File: src/rtl/butterfly_r2_pipe_pkg.sv
// Shared helpers for the radix-2 butterfly: Q-format constants,
// complex field access, rounding shift and saturation.
package bfly_pkg;

  localparam int DW_DEF = 16;
  localparam int TW_DEF = 16;

  typedef logic signed [63:0] wide_t;

  function automatic wide_t smax(input int w);
    return (wide_t'(1) <<< (w - 1)) - 1;
  endfunction

  function automatic wide_t smin(input int w);
    return -(wide_t'(1) <<< (w - 1));
  endfunction

  // +1 and -1 in signed Q1.(TW-1)
  function automatic wide_t tw_one(input int tw);
    return smax(tw);
  endfunction

  function automatic wide_t tw_minus_one(input int tw);
    return smin(tw);
  endfunction

  function automatic wide_t sext(input logic [63:0] v,
                                 input int w);
    wide_t t;
    t = wide_t'(v << (64 - w));
    return t >>> (64 - w);
  endfunction

  // {re, im} with re in the upper half
  function automatic wide_t cpx_re(input logic [127:0] c,
                                   input int w);
    return sext(64'(c >> w), w);
  endfunction

  function automatic wide_t cpx_im(input logic [127:0] c,
                                   input int w);
    return sext(c[63:0], w);
  endfunction

  // round half-up, then arithmetic shift
  function automatic wide_t round_shift(input wide_t x,
                                        input int sh);
    return (x + (wide_t'(1) <<< (sh - 1))) >>> sh;
  endfunction

  function automatic wide_t sat(input wide_t x, input int w);
    if (x > smax(w)) return smax(w);
    if (x < smin(w)) return smin(w);
    return x;
  endfunction

  function automatic logic sat_hit(input wide_t x, input int w);
    return (x > smax(w)) || (x < smin(w));
  endfunction

endpackage

File: src/rtl/butterfly_r2_pipe_if.sv
// Butterfly stream bundle: input side (a, b, tf, in_inv[, in_scale])
// with valid/ready, output side (y, z) with valid/ready.
// in_scale exists only when BFLY_SCALE_EN is defined.
interface butterfly_r2_pipe_if #(
  parameter int DW = 16,
  parameter int TW = 16
);
  logic            in_valid;
  logic            in_ready;
  logic [2*DW-1:0] a;
  logic [2*DW-1:0] b;
  logic [2*TW-1:0] tf;
  logic            in_inv;
`ifdef BFLY_SCALE_EN
  logic            in_scale;
`endif
  logic            out_valid;
  logic            out_ready;
  logic [2*DW-1:0] y;
  logic [2*DW-1:0] z;

  modport master (
    output in_valid, a, b, tf, in_inv,
`ifdef BFLY_SCALE_EN
    output in_scale,
`endif
    input  in_ready,
    input  out_valid, y, z,
    output out_ready
  );

  modport slave (
    input  in_valid, a, b, tf, in_inv,
`ifdef BFLY_SCALE_EN
    input  in_scale,
`endif
    output in_ready,
    output out_valid, y, z,
    input  out_ready
  );
endinterface

File: src/rtl/butterfly_r2_pipe_cmul_pipe.sv
// Stages S1-S2: optional twiddle conjugation, four products, then
// combine and round to DW+1 bits. side carries a/scale alongside.
// Ports: clock, reset, adv (global advance), in_valid, b, tf, inv,
// side_in -> out_valid, pr, pj, side_out.
module cmul_pipe
  import bfly_pkg::*;
#(
  parameter int DW = DW_DEF,
  parameter int TW = TW_DEF,
  parameter int SW = 2 * DW_DEF
) (
  input  logic               clock,
  input  logic               reset,
  input  logic               adv,
  input  logic               in_valid,
  input  logic [2*DW-1:0]    b,
  input  logic [2*TW-1:0]    tf,
  input  logic               inv,
  input  logic [SW-1:0]      side_in,
  output logic               out_valid,
  output logic signed [DW:0] pr,
  output logic signed [DW:0] pj,
  output logic [SW-1:0]      side_out
);
  localparam int PW = DW + TW;
  localparam logic signed [TW-1:0] T_MAX =
    TW'(tw_one(TW));
  localparam logic signed [TW-1:0] T_MIN =
    TW'(tw_minus_one(TW));

  logic signed [DW-1:0] br, bj;
  logic signed [TW-1:0] tr, tj, tjc;

  assign br = b[2*DW-1:DW];
  assign bj = b[DW-1:0];
  assign tr = tf[2*TW-1:TW];
  assign tj = tf[TW-1:0];

  // -(-1) is not representable; clamp to +1
  always_comb begin
    tjc = tj;
    if (inv) tjc = (tj == T_MIN) ? T_MAX : -tj;
  end

  logic                 v1;
  logic signed [PW-1:0] m_rr, m_jj, m_rj, m_jr;
  logic [SW-1:0]        side1;

  always_ff @(posedge clock) begin
    if (reset) begin
      v1        <= 1'b0;
      out_valid <= 1'b0;
    end else if (adv) begin
      v1        <= in_valid;
      out_valid <= v1;
    end
  end

  always_ff @(posedge clock) begin
    if (adv && in_valid) begin
      m_rr  <= PW'(br) * PW'(tr);
      m_jj  <= PW'(bj) * PW'(tjc);
      m_rj  <= PW'(br) * PW'(tjc);
      m_jr  <= PW'(bj) * PW'(tr);
      side1 <= side_in;
    end
    if (adv && v1) begin
      pr <= (DW+1)'(round_shift(
              wide_t'(m_rr) - wide_t'(m_jj), TW - 1));
      pj <= (DW+1)'(round_shift(
              wide_t'(m_rj) + wide_t'(m_jr), TW - 1));
      side_out <= side1;
    end
  end
endmodule

File: src/rtl/butterfly_r2_pipe.sv
// Radix-2 DIT butterfly, 3 stages: y = a + b*W, z = a - b*W.
// Ports: clock, reset, bus (slave stream), ovf (sticky), clr_ovf.
// BFLY_SCALE_EN: per-sample halving of the S3 result via in_scale.
module butterfly_r2_pipe
  import bfly_pkg::*;
#(
  parameter int DW = DW_DEF,
  parameter int TW = TW_DEF
) (
  input  logic                 clock,
  input  logic                 reset,
  butterfly_r2_pipe_if.slave   bus,
  output logic                 ovf,
  input  logic                 clr_ovf
);
`ifdef BFLY_SCALE_EN
  localparam int SW = 2 * DW + 1;
`else
  localparam int SW = 2 * DW;
`endif

  logic                 adv;
  logic                 v2, v3;
  logic signed [DW:0]   pr, pj;
  logic [SW-1:0]        side_in, side2;
  logic [2*DW-1:0]      y_q, z_q;

  // every stage moves together; no bubble squeeze
  assign adv          = !v3 || bus.out_ready;
  assign bus.in_ready = adv;
  assign bus.out_valid = v3;
  assign bus.y        = y_q;
  assign bus.z        = z_q;

`ifdef BFLY_SCALE_EN
  assign side_in = {bus.in_scale, bus.a};
`else
  assign side_in = bus.a;
`endif

  cmul_pipe #(.DW(DW), .TW(TW), .SW(SW)) u_cmul (
    .clock     (clock),
    .reset     (reset),
    .adv       (adv),
    .in_valid  (bus.in_valid),
    .b         (bus.b),
    .tf        (bus.tf),
    .inv       (bus.in_inv),
    .side_in   (side_in),
    .out_valid (v2),
    .pr        (pr),
    .pj        (pj),
    .side_out  (side2)
  );

  logic scale;
  wide_t a_re, a_im;

  assign a_re = cpx_re(128'(side2[2*DW-1:0]), DW);
  assign a_im = cpx_im(128'(side2[2*DW-1:0]), DW);
`ifdef BFLY_SCALE_EN
  assign scale = side2[2*DW];
`else
  assign scale = 1'b0;
`endif

  wide_t           s [4];
  wide_t           t [4];
  logic [DW-1:0]   q [4];
  logic [3:0]      hit;

  always_comb begin
    s[0] = a_re + wide_t'(pr);
    s[1] = a_im + wide_t'(pj);
    s[2] = a_re - wide_t'(pr);
    s[3] = a_im - wide_t'(pj);
    hit  = '0;
    for (int i = 0; i < 4; i++) begin
      t[i]   = scale ? round_shift(s[i], 1) : s[i];
      q[i]   = DW'(sat(t[i], DW));
      hit[i] = sat_hit(t[i], DW);
    end
  end

  always_ff @(posedge clock) begin
    if (reset) begin
      v3  <= 1'b0;
      y_q <= '0;
      z_q <= '0;
      ovf <= 1'b0;
    end else begin
      if (adv) begin
        v3 <= v2;
        if (v2) begin
          y_q <= {q[0], q[1]};
          z_q <= {q[2], q[3]};
        end
      end
      // a saturation in the same cycle beats the clear
      if (clr_ovf) ovf <= 1'b0;
      if (adv && v2 && |hit) ovf <= 1'b1;
    end
  end
endmodule

File: src/flat_wrapper.sv
// flat-port wrapper written by rule: the top's interface ports become plain ports
module butterfly_r2_pipe_flat import bfly_pkg::*;
#(
  parameter int DW = DW_DEF,
  parameter int TW = TW_DEF
)
  (clock, reset, ovf, clr_ovf, bus_in_valid, bus_a, bus_b, bus_tf, bus_in_inv, bus_in_ready, bus_out_valid, bus_y, bus_z, bus_out_ready);
  butterfly_r2_pipe_if #(.DW(DW), .TW(TW)) bus_i ();
  input  logic clock;
  input  logic reset;
  output logic ovf;
  input  logic clr_ovf;
  input wire logic [$bits(bus_i.in_valid)-1:0] bus_in_valid;
  input wire logic [$bits(bus_i.a)-1:0] bus_a;
  input wire logic [$bits(bus_i.b)-1:0] bus_b;
  input wire logic [$bits(bus_i.tf)-1:0] bus_tf;
  input wire logic [$bits(bus_i.in_inv)-1:0] bus_in_inv;
  output wire logic [$bits(bus_i.in_ready)-1:0] bus_in_ready;
  output wire logic [$bits(bus_i.out_valid)-1:0] bus_out_valid;
  output wire logic [$bits(bus_i.y)-1:0] bus_y;
  output wire logic [$bits(bus_i.z)-1:0] bus_z;
  input wire logic [$bits(bus_i.out_ready)-1:0] bus_out_ready;
  assign bus_i.in_valid = bus_in_valid;
  assign bus_i.a = bus_a;
  assign bus_i.b = bus_b;
  assign bus_i.tf = bus_tf;
  assign bus_i.in_inv = bus_in_inv;
  assign bus_in_ready = bus_i.in_ready;
  assign bus_out_valid = bus_i.out_valid;
  assign bus_y = bus_i.y;
  assign bus_z = bus_i.z;
  assign bus_i.out_ready = bus_out_ready;
  butterfly_r2_pipe #(.DW(DW), .TW(TW)) u_core (.clock(clock), .reset(reset), .bus(bus_i), .ovf(ovf), .clr_ovf(clr_ovf));
endmodule
File: config.mk
export PLATFORM = sky130hd
export DESIGN_NAME = butterfly_r2_pipe_flat
export DESIGN_NICKNAME = d
export VERILOG_FILES = /design/src/rtl/butterfly_r2_pipe_pkg.sv /design/src/rtl/butterfly_r2_pipe_if.sv /design/src/rtl/butterfly_r2_pipe_cmul_pipe.sv /design/src/rtl/butterfly_r2_pipe.sv /design/src/flat_wrapper.sv
export SDC_FILE = /design/constraint.sdc
export NUM_CORES = 2
export LEC_CHECK = 0
export ABC_CLOCK_PERIOD_IN_PS = 17500
export CAP_MARGIN = 20
export CORE_MARGIN = 2
export CORE_UTILIZATION = 65
export CTS_CLUSTER_SIZE = 30
export DETAILED_ROUTE_END_ITERATION = 16
export GPL_TIMING_DRIVEN = 0
export PLACE_DENSITY_LB_ADDON = 0.25
export SLEW_MARGIN = 20
export SYNTH_ARGS = -nofsm -noshare
export SYNTH_HDL_FRONTEND = slang
export SYNTH_SLANG_ARGS = --single-unit
export TNS_END_PERCENT = 5
File: constraint.sdc
create_clock -name clock -period 17.5 [get_ports clock]
set_input_delay 2.625 -clock clock [delete_from_list [all_inputs] [get_ports clock]]
set_output_delay 2.625 -clock clock [all_outputs]
set_load 0.03 [all_outputs]
==> flow_summary.toml <==
[outcome]
outcome = "finished clean"

[floorplan]
core-area_um2 = 84000
chipHeight_um = 296
initial_core_util_pct = 65.8
fp.dieArea_um2 = 87300
die_w_um = 296
io_pins = 169
row_count = 106

[drt]
drt_iter0_drc = 3458
ant_nets = 0
viasPerCell = 5.81
wl_per_cell_um = 23.4
vias = 41900
wl_um = 169000
dr.pass1.iters = 9
drc = 0

[worst_setup_path]
crit_buf_inv = 6
worstPathRequired_ns = 17.81
worst-setup-path-type = "in -> reg"
slowest_stage = "a2111oi_0"
worstPathMaxFanout = 10
crit_path_max_incr_delay_ns = 0.79
crit_arrival_ns = 13.03
cpLargestDelayFamily = "adder cells"
path_common_cell = "fa_1"
cp-start-kind = "primary input"
end_kind = "flip-flop"

[synthesis]
synth-seq-area-share_pct = 14.8
synth_area_leader_cell = "fa_1"
async_flop_share_pct = 0
synth_edf_count = 226
ys_warn_count = 0
synth_area_um2 = 55200
synth_nets = 7501
synth_ff_type = "edfxtp_1"
syn_inst = 5832
syn_area_per_cell_um2 = 9.47
synth.area.top_cells = "fa_1 38%, edfxtp_1 12%, ha_1 12%"
synth.top_cell.area_share_pct = 38.1
ys_types = 75
yosys_register_bits = 294

[timing]
hold_viol_final = 0
fin_skew_ns = 0.0299
fmax_ghz = 0.0786
tns_ns = 0
period_minus_slack_ns = 12.72
relSlewSlack_pct = 15.4
setup_viol = 0
slew_violations = 0
worst_slew_pin_slew_ns = 1.27
fin_crit_sh_pct = 72.7
rsz0062_at_grt = "false"

[cts]
cts_resized = 0
htreeDepth = 2
cts_root_buffer = "clkbuf_16"
cts_setup_buffers = 0
cts.sinks = 294
clk-insertion-delay-late_ns = 0.57
cts-hold-fix-buffers = 0
cts_tree = "done"
clk_path_buf_depth = 3
clkTransAtPathRegs_ns = 0.06
cts_buffers = 35

[global_route]
grt_max_degree = 61
grt_overflow = 0
grt_pass1_wl_um = 259000
antenna_found_initial = 25
grt_util_met3_pct = 10.1
first_global_vias = 44400
met2_usage_pct = 63.3
grt_use_total_pct = 40.6
gr-usage-met1_pct = 49.8
busiest_layer = "met2"

[flow_run]
max-cap-violations = 0

[final_layout]
mostFrequentLayoutCells = "1311 x inv_1, 1052 x fa_1, 655 x nand2_1"
regArea_um2 = 8150
final_common_cell = "inv_1"
fin_nets = 7710
multiInputGateArea_um2 = 41200
synthToLayoutAreaGrowth_pct = 7.90
drive_above_1_share_pct = 2.21
nFillCells = 6484

[placement]
gp_congestion = 1.07
post-dp-hpwl_um = 142000
portBuffers = 166

[min_path]
hold_class = "reg -> reg"
==> area by class of cell <==
| class | instances | share of cell area, % |
|---|---|---|
| Multi-Input combinational cell | 3980 | 69.2 |
| Inverter | 1311 | 8.26 |
| Clock buffer | 40 | 1.61 |
| Sequential cell | 294 | 13.7 |
| Clock inverter | 23 | 0.290 |
| Antenna cell | 7 | 0.0294 |
| Timing Repair Buffer | 172 | 2.98 |
| Buffer | 247 | 1.62 |
| Tap cell | 1134 | 2.38 |
==> through the flow <==
stage               utilization, %  hold WS (ns)  instance area (µm²)  worst slack, ns  cells
floorplan                        -         0.400                55200             6.73   5832
global placement              69.5         0.401                58300             4.48   7132
detailed placement            69.6         0.406                58400             4.43   7137
CTS                           71.0         0.412                59600             5.02   7200
global route                  71.0         0.416                59600             4.50   7202
finish                        71.0         0.412                59600             4.78   7208
==> state kept, by name (all words and copies together) (netlist names), 17 cells and up <==
signal / cells
u_core.u_cmul.pj: 17
u_core.u_cmul.m_rr: 32
u_core.u_cmul.side_out: 32
u_core.bus.z: 32
u_core.bus.y: 32
u_core.u_cmul.side1: 32
u_core.u_cmul.m_rj: 32
u_core.u_cmul.m_jr: 32
u_core.u_cmul.pr: 17
u_core.u_cmul.m_jj: 32
==> Yosys cell counts (88+ instances only) <==
library cell,n
a21o_1,88
a21oi_1,199
and2_1,390
clkbuf_1,214
edfxtp_1,226
fa_1,1052
ha_1,515
inv_1,1311
nand2_1,655
nor2_1,185
o21ai_0,116
xnor2_1,168
==> layer usage <==
metal | vias up | wire length [µm]
met5 | - | 67
met4 | 4 | 14800
met3 | 585 | 16600
met2 | 2100 | 75400
met1 | 20900 | 62100
li1 | 18300 | -
==> kinds of logic after synthesis <==
group           Yosys count  synth area share (%)
compound gates          646                  7.69
xor+xnor                219                  3.47
fa+ha+maj              1567                  49.8
buf+inv                1558                  10.7
flops                   294                  14.8
mux                       4                0.0725
simple gates           1544                  13.6
==> path summary, 6_finish.rpt <==
check	slack (ns)	to	startpoint	depth (start not counted)
worst max-delay path	4.78	u_core.u_cmul.m_rj[31]	bus_tf[6]	32
worst min register to register	0.41	u_core.u_cmul.side_out[27]	u_core.u_cmul.side1[27]	0
worst min-delay path	0.41	u_core.u_cmul.side_out[27]	u_core.u_cmul.side1[27]	0
worst max register to register	12.83	u_core.u_cmul.pj[16]	u_core.u_cmul.m_rj[8]	12
==> worst register-to-register path: cells and delay by family (launching register included) <==
kind | cells | cell delay, ns
fa+ha+maj | 2 | 0.62
compound gates | 8 | 2.61
simple gates | 2 | 0.81
flops | 1 | 0.38
Power is not shown: default switching activity piles up to over one toggle a cycle in this logic, so the estimate is an artifact.
